`src/rtl/rr_stream_mux.sv`:
```
// N-channel registered stream multiplexer with valid/ready handshakes.
// Arbitration is either by external select (MODE 0) or round-robin from a fairness pointer.
module rr_stream_mux #(
  parameter int unsigned N    = 4,
  parameter int unsigned W    = 1,
  parameter int unsigned MODE = 1,
  localparam int unsigned SW  = $clog2(N)
) (
  input  logic            clk,
  input  logic            rst,
  input  logic [N*W-1:0]  in_data,
  input  logic [N-1:0]    in_valid,
  output logic [N-1:0]    in_ready,
  input  logic [SW-1:0]   sel,
  output logic [W-1:0]    out_data,
  output logic [SW-1:0]   out_ch,
  output logic            out_valid,
  input  logic            out_ready
);

  logic [SW-1:0] ptr;
  logic [SW-1:0] ptr_nxt;
  logic [SW-1:0] gidx;
  logic [N-1:0]  grant;
  logic          any_grant;
  logic          load_en;
  logic [W-1:0]  gdata;

  assign load_en = !out_valid || out_ready;

  always_comb begin : arbitrate
    int unsigned c;
    logic [SW-1:0] ci;
    grant     = '0;
    any_grant = 1'b0;
    gidx      = '0;
    c         = 0;
    ci        = '0;
    if (MODE == 0) begin
      if (32'(sel) >= N) gidx = SW'(N - 1);
      else               gidx = sel;
      any_grant   = in_valid[gidx];
      grant[gidx] = in_valid[gidx];
    end else begin
      // First requester at or after ptr, wrapping modulo N.
      for (int unsigned k = 0; k < N; k++) begin
        c  = (32'(ptr) + k) % N;
        ci = SW'(c);
        if (!any_grant && in_valid[ci]) begin
          any_grant = 1'b1;
          gidx      = ci;
          grant[ci] = 1'b1;
        end
      end
    end
  end

  always_comb begin : data_mux
    gdata = '0;
    for (int unsigned i = 0; i < N; i++) begin
      if (grant[i]) gdata = in_data[i*W +: W];
    end
  end

  assign ptr_nxt = (32'(gidx) == N - 1) ? '0 : gidx + SW'(1);

  // Reset blocks acceptance so nothing is handshaken into a register being cleared.
  assign in_ready = (load_en && !rst) ? grant : '0;

  always_ff @(posedge clk) begin
    if (rst) begin
      out_valid <= 1'b0;
      out_data  <= '0;
      out_ch    <= '0;
      ptr       <= '0;
    end else if (load_en) begin
      out_valid <= any_grant;
      if (any_grant) begin
        out_data <= gdata;
        out_ch   <= gidx;
        if (MODE != 0) ptr <= ptr_nxt;
      end
    end
  end

endmodule

```
`config.mk`:
```
export PLATFORM = sky130hd
export DESIGN_NAME = rr_stream_mux
export DESIGN_NICKNAME = d
export VERILOG_FILES = /design/src/rtl/rr_stream_mux.sv
export SDC_FILE = /design/constraint.sdc
export NUM_CORES = 1
export LEC_CHECK = 0
export BUFFER_PORTS_ARGS = -buffer_cell sky130_fd_sc_hd__buf_4
export CORE_MARGIN = 4
export CORE_UTILIZATION = 30
export CTS_CLUSTER_SIZE = 8
export DETAILED_ROUTE_END_ITERATION = 8
export HOLD_SLACK_MARGIN = 0.02
export SYNTH_ARGS = -nofsm -noshare
export SYNTH_HDL_FRONTEND = slang
export SYNTH_SLANG_ARGS = --single-unit
```
`constraint.sdc`:
```
create_clock -name clk -period 2.7 [get_ports clk]
set_clock_uncertainty 0.2 [all_clocks]
set_input_delay 0.135 -clock clk [delete_from_list [all_inputs] [get_ports clk]]
set_output_delay 0.135 -clock clk [all_outputs]
set_load 0.01 [all_outputs]
```
==> flow_metrics.env, run 1 <==
export IMPL_tightest_slew_ns=0.310
export IMPL_clock_path_buffers=2
export IMPL_hold_path_class="primary input to flop"
export IMPL_synth_compound_area_share_pct=29.1
export IMPL_clk_latency_ns=0.24
export IMPL_port_buffers=18
export IMPL_required_ns=2.37
export IMPL_syn_area_per_cell_um2=8.64
export IMPL_critPathSlowestCell="mux4_2"
export IMPL_worst_setup_path_start_kind="flop"
export IMPL_start_util_pct=31.8
export IMPL_critPathKind="flop to output port"
export IMPL_fillers=252
export IMPL_n_antenna_cell=0
export IMPL_grt_util_all_layers_pct=12.2
export IMPL_max_clock_freq_ghz=0.386
export IMPL_vias=824
export IMPL_synth_top_area_cell="dfxtp_1"
export IMPL_grt_overflow=0
export IMPL_drtAntennaViolNets=0
export IMPL_slew_viol_final=0
export IMPL_die_h_um=59.5
export IMPL_ys_seq_elements=6
export IMPL_yosys_area_share_simple_pct=20.3
export IMPL_area_growth_pct=40.9
export IMPL_cts_tree="done"
export IMPL_grt_max_degree=15
export IMPL_ir_drop_mv=0.556
export IMPL_crit_path_end_kind="output port"
export IMPL_cp_common_cell="buf_4"
export IMPL_cpPeakStageDelay_ns=0.42
export IMPL_synthMuxAreaShare_pct=16.5
export IMPL_crit_chain="inv_1, ha_1, mux4_2, nor4b_4, buf_4, a22oi_2, nor2_1, buf_4"
export IMPL_core_um2=2500
export IMPL_viasPerCell=5.28
export IMPL_gp_congestion=0.762
export IMPL_crit_family="simple AND/OR/NAND/NOR gates"
export IMPL_numCtsBuffers=3
export IMPL_final_common_cell="buf_4"
export IMPL_synth_area_um2=795
export IMPL_wire_per_inst_um=13.0
export IMPL_dp_cells=145
export IMPL_worstPathMaxFanout=8
export IMPL_placed_cell_area_um2=1000
export IMPL_ys_top_cells_by_area="dfxtp_1 15%, mux4_2 11%, ha_1 11%, a21oi_1 6.3%, nor2_1 4.7%"
export IMPL_fin_nets=148
export IMPL_layout_common_cells="31 x buf_4, 10 x a21oi_1, 10 x nor2_1, 7 x nand2_1, 7 x ha_1"
export IMPL_path_buf_inv=3
export IMPL_timing_setup_tns_ns=0
export IMPL_synthXorXnorAreaFrac_pct=1.10
export IMPL_synthesis_nets=112
export IMPL_grt_pass1_wl_mm=3.45
export IMPL_synthCells=92
export IMPL_ioPinCount=21
export IMPL_routed_wl_mm=2.03
export IMPL_total_power_uw=1260
export IMPL_yosysWarnings=0
export IMPL_stdcell_count=156
export IMPL_clkSlewWorstSetupHoldPaths_ns=0.04
export IMPL_status="complete, no violations"
export IMPL_die_area_um2=3540
export IMPL_grt_pass1_vias=785
export IMPL_synth_top_family_by_area="compound AO/OA/AOI/OAI gates"
export IMPL_die_w_um=59.5
export IMPL_seq_area_frac_synth_pct=15.1
export IMPL_leakage_uw=0.000505
export IMPL_arrival_ns=2.26
export IMPL_synthDistinctLibCells=35
export IMPL_cts_root_buffer="clkbuf_4"
export IMPL_layout_drive_gt1_share_pct=39.7
export IMPL_period_needed_ns=2.59
export IMPL_power_density_nw_per_um2=1130
export IMPL_drc=0
export IMPL_synthAdderAreaFrac_pct=11.0
export IMPL_drtIter0Drc=22
export IMPL_hold_violations=0
export IMPL_htree_levels=1
export IMPL_setup_viol=0
export IMPL_dp_hpwl_mm=1.53
export IMPL_drv_cap=0
export IMPL_yosys_area_top_type_share_pct=15.1
export IMPL_fin_crit_sh_pct=96.0
export IMPL_dr_pass1_iters=4
export IMPL_design_area_um2=1120
export IMPL_antenna_found_initial=0
export IMPL_slew_headroom_pct=79.2
export IMPL_row_count=18
export IMPL_cts_sinks=6
export IMPL_rsz0062_at_grt="yes"
==> final cells by class <==
cell class	instances	area (um2)	share of cell area, %
clock buffer	3	22.5	2.01
inverter	6	22.5	2.01
multi-input combinational	76	629	56.2
sequential	6	124	11.1
tap	30	37.5	3.35
timing repair buffer	35	284	25.4
==> layer usage <==
layer  vias to the layer above  track usage (%)  routed length (um)
li1                        412                -                   -
met1                       395             15.9                 891
met2                        15             21.2                1070
met3                         2             1.53                  53
met4                         0             2.91                  18
met5                         -                0                   0
==> cell usage after synthesis <==
library cell	n
a21oi_2	1
mux2i_1	3
o31a_1	1
o21bai_1	2
clkbuf_1	1
a31oi_1	2
nand3_1	2
and2_1	1
xnor2_1	1
inv_1	6
buf_2	1
buf_6	2
nand2_1	7
nand2b_1	3
a22o_1	1
a21oi_1	10
a22oi_1	1
o41ai_4	1
mux2_2	1
o211ai_2	1
nor2b_1	2
a211o_1	1
o211ai_1	1
nor3_1	1
nand2_2	1
dfxtp_1	6
nor2_1	10
a221o_1	1
nand3b_1	2
nor4b_4	1
mux4_2	4
a22oi_2	1
ha_1	7
a221oi_1	3
o21ai_0	3
==> through the flow <==
stage,utilization [%],setup slack [ns],hold WS [ns]
after floorplan,-,0.0419,0.00407
after global placement,40.1,0.160,0.161
after detailed placement,40.1,0.127,0.162
after CTS,42.7,-0.00520,0.0962
after global routing,44.8,-0.0223,0.140
final,44.8,0.108,0.0997
==> cell families (layout without fill, tap and decap cells) <==
family                     count (synthesis)  after routing
AOI/OAI and AO/OA                         30             30
xor gates and xnor gates                   1              1
muxes                                      8              8
adders and majority gates                  7              7
buffers and inverters                     10             44
DFF                                        6              6
and+or+nand+nor                           30             30
==> repair_timing <==
action                                  in CTS  in global routing
resized for setup                            1                  4
buffers inserted                             1                  5
pin swaps                                    0                  1
endpoints found under the setup margin       4                  5
hold buffers                                 2                  0
hold endpoints to repair                     6                  0
==> tightest hold or removal path, cell delays in order <==
cell and delay [ns]:
buf_4 0.08, a211o_1 0.10, o211ai_2 0.09, a21oi_2 0.10
==> path summary, 6_finish.rpt <==
kind	start	to	slack (ns)	depth (start not counted)
max	flop	in_ready[1]	0.11	8
min	in_data[3]	out_data	0.1	4
max reg2reg	flop	out_data	0.17	10
min reg2reg	out_ch[0]	out_ch[0]	0.26	2
==> power by group <==
group	leakage [uW]	internal [uW]	switching (uW)
logic	0.000440	511	515
registers	0.0000504	127	24.8
clock network	0.0000138	50.3	33.3
(Power assumes the default switching activity.)
==> inputs of run 2 (changes only) <==
--- a/config.mk
+++ b/config.mk
@@ -6,11 +6,13 @@
 export NUM_CORES = 1
 export LEC_CHECK = 0
 export BUFFER_PORTS_ARGS = -buffer_cell sky130_fd_sc_hd__buf_4
-export CORE_MARGIN = 4
+export CORE_MARGIN = 5
 export CORE_UTILIZATION = 30
 export CTS_CLUSTER_SIZE = 8
 export DETAILED_ROUTE_END_ITERATION = 8
 export HOLD_SLACK_MARGIN = 0.02
+export REMOVE_ABC_BUFFERS = 1
+export SLEW_MARGIN = 30
 export SYNTH_ARGS = -nofsm -noshare
 export SYNTH_HDL_FRONTEND = slang
 export SYNTH_SLANG_ARGS = --single-unit
==> run 2 against run 1 <==
Effect of this change:
- non-clock buffer count grew 2
- combinational power about the same
- final cell count is 1.3% higher
- power grew 2.1%
- register-to-register slack better by 0.05 ns
- critical path depth decreased by 1
- final area up 1.6%
- clock power down 2.7%
- core utilization grew 0.70 points
- flip-flop and latch count unchanged
==> flow_metrics.env, run 2 (synthesis gave the netlist of run 1 again) <==
export IMPL_dp_hpwl_mm=1.49
export IMPL_r2r_end="out_data"
export IMPL_rrSetupSlack_ns=0.22
export IMPL_fin_crit_sh_pct=96.1
export IMPL_wire_per_inst_um=13.0
export IMPL_core_um2=2500
export IMPL_stdcell_count=158
export IMPL_required_ns=2.37
export IMPL_dr_pass1_iters=4
export IMPL_cts_sinks=6
export IMPL_crit_chain="buf_4, mux4_2, nor2b_1, a221o_1, a22oi_2, nor2_1, buf_4"
export IMPL_setup_viol=0
export IMPL_drc=0
export IMPL_vias=801
export IMPL_rr_startpoint="ptr[1]"
export IMPL_antenna_found_initial=0
export IMPL_critPathSlowestCell="mux4_2"
export IMPL_grt_pass1_vias=731
export IMPL_drtIter0Drc=20
export IMPL_slew_viol_final=0
export IMPL_ioPinCount=21
export IMPL_placed_cell_area_um2=973
export IMPL_hold_path_class="primary input to flop"
export IMPL_numCtsBuffers=3
export IMPL_hold_violations=0
export IMPL_crit_family="multiplexers"
export IMPL_die_area_um2=3780
export IMPL_cts_tree="done"
export IMPL_htree_levels=1
export IMPL_start_util_pct=31.8
export IMPL_total_power_uw=1290
export IMPL_gp_congestion=0.788
export IMPL_viasPerCell=5.07
export IMPL_grt_util_all_layers_pct=11.0
export IMPL_multi_input_area_um2=646
export IMPL_grt_pass1_wl_mm=3.25
export IMPL_grt_max_degree=16
export IMPL_routed_wl_mm=2.06
export IMPL_power_density_nw_per_um2=1130
export IMPL_die_h_um=61.5
export IMPL_reg2reg_depth=9
export IMPL_worst_setup_path_start_kind="flop"
export IMPL_fin_nets=150
export IMPL_ir_drop_mv=0.481
export IMPL_drtAntennaViolNets=0
export IMPL_max_clock_freq_ghz=0.385
export IMPL_row_count=18
export IMPL_fillers=245
export IMPL_area_growth_pct=43.1
export IMPL_design_area_um2=1140
export IMPL_leakage_uw=0.000512
export IMPL_layout_drive_gt1_share_pct=43.0
export IMPL_startpoint="ptr[1]"
export IMPL_port_buffers=18
export IMPL_drv_cap=0
export IMPL_period_needed_ns=2.59
export IMPL_path_buf_inv=2
export IMPL_clkSlewWorstSetupHoldPaths_ns=0.05
export IMPL_rsz0062_at_grt="no"
export IMPL_status="complete, no violations"
export IMPL_crit_path_end_kind="output port"
export IMPL_grt_overflow=0
export IMPL_clock_path_buffers=2
export IMPL_clk_latency_ns=0.24
export IMPL_final_seq_area_um2=123
export IMPL_worstPathMaxFanout=8
export IMPL_die_w_um=61.5
export IMPL_arrival_ns=2.26
export IMPL_cts_root_buffer="clkbuf_4"
export IMPL_timing_setup_tns_ns=0
export IMPL_crit_cells=7
export IMPL_dp_cells=141
export IMPL_crit_end="in_ready[1]"
export IMPL_n_antenna_cell=0
export IMPL_final_common_cell="buf_4"
export IMPL_tightest_slew_ns=0.486
export IMPL_layout_common_cells="34 x buf_4, 10 x nor2_1, 9 x a21oi_1, 7 x nand2_1"
export IMPL_cpPeakStageDelay_ns=0.63
export IMPL_cp_common_cell="buf_4"
export IMPL_slew_headroom_pct=67.5
export IMPL_critPathKind="flop to output port"
export IMPL_whs_ns=0.150
run 2: cell types whose count changed in the layout (fill, tap and decap cells not counted), sizes merged:
cell  change
buf       +2
run 2: worst min path at each step:
stage	end	depth (start not counted)	slack, ns	startpoint
2_1_floorplan	out_ch[0]	1	0.004	rst
5_1_grt	out_data	4	0.16	in_data[3]
3_3_place_gp	out_ch[0]	2	0.15	rst
3_5_place_dp	flop	2	0.15	rst
4_1_cts	out_data	4	0.14	in_data[3]
6_report	out_data	4	0.15	in_data[2]
run 2: per-stage QoR:
step,setup WS [ns],utilization [%]
2_1_floorplan,-0.152,-
3_3_place_gp,0.148,38.9
3_5_place_dp,0.0895,38.9
4_1_cts,0.00541,41.7
5_1_grt,0.0107,45.5
6_report,0.105,45.5
run 2: worst reg2reg max path: cells and delay by family, from the launching register on:
| family | cells | cell delay [ns] |
|---|---|---|
| AO/OA/AOI/OAI | 3 | 0.66 |
| multiplexers | 1 | 0.40 |
| flip-flops | 1 | 0.33 |
| adder cells (fa/ha/maj) | 1 | 0.29 |
| buffers and inverters | 2 | 0.27 |
| AND/OR/NAND/NOR | 2 | 0.26 |
run 2: layer usage:
| layer | global-route usage, % | vias up | wire length (um) |
|---|---|---|---|
| li1 | - | 417 | - |
| met1 | 15.3 | 372 | 911 |
| met2 | 18.4 | 12 | 1060 |
| met3 | 2.10 | 0 | 89 |
| met4 | 0.909 | 0 | 0 |
| met5 | 0 | - | 0 |
run 2: area by class of cell:
class,count,area share [%]
multi-input combinational,76,56.8
timing repair buffer,37,25.2
sequential,6,10.8
tap,30,3.30
clock buffer,3,1.98
inverter,6,1.98
run 2: repair_timing:
| item | in CTS | in global routing |
|---|---|---|
| pin swaps | 2 | 2 |
| endpoints found under the hold margin | 6 | 0 |
| hold buffers | 2 | 0 |
| resized for setup | 3 | 5 |
| setup endpoints to repair | 3 | 6 |
| buffers inserted | 2 | 10 |
run 2: where the power goes:
part           switching (uW)  internal, uW  total [uW]
combinational             534           528        1060
clock                    31.2          50.2        81.4
sequential               19.2           125         145
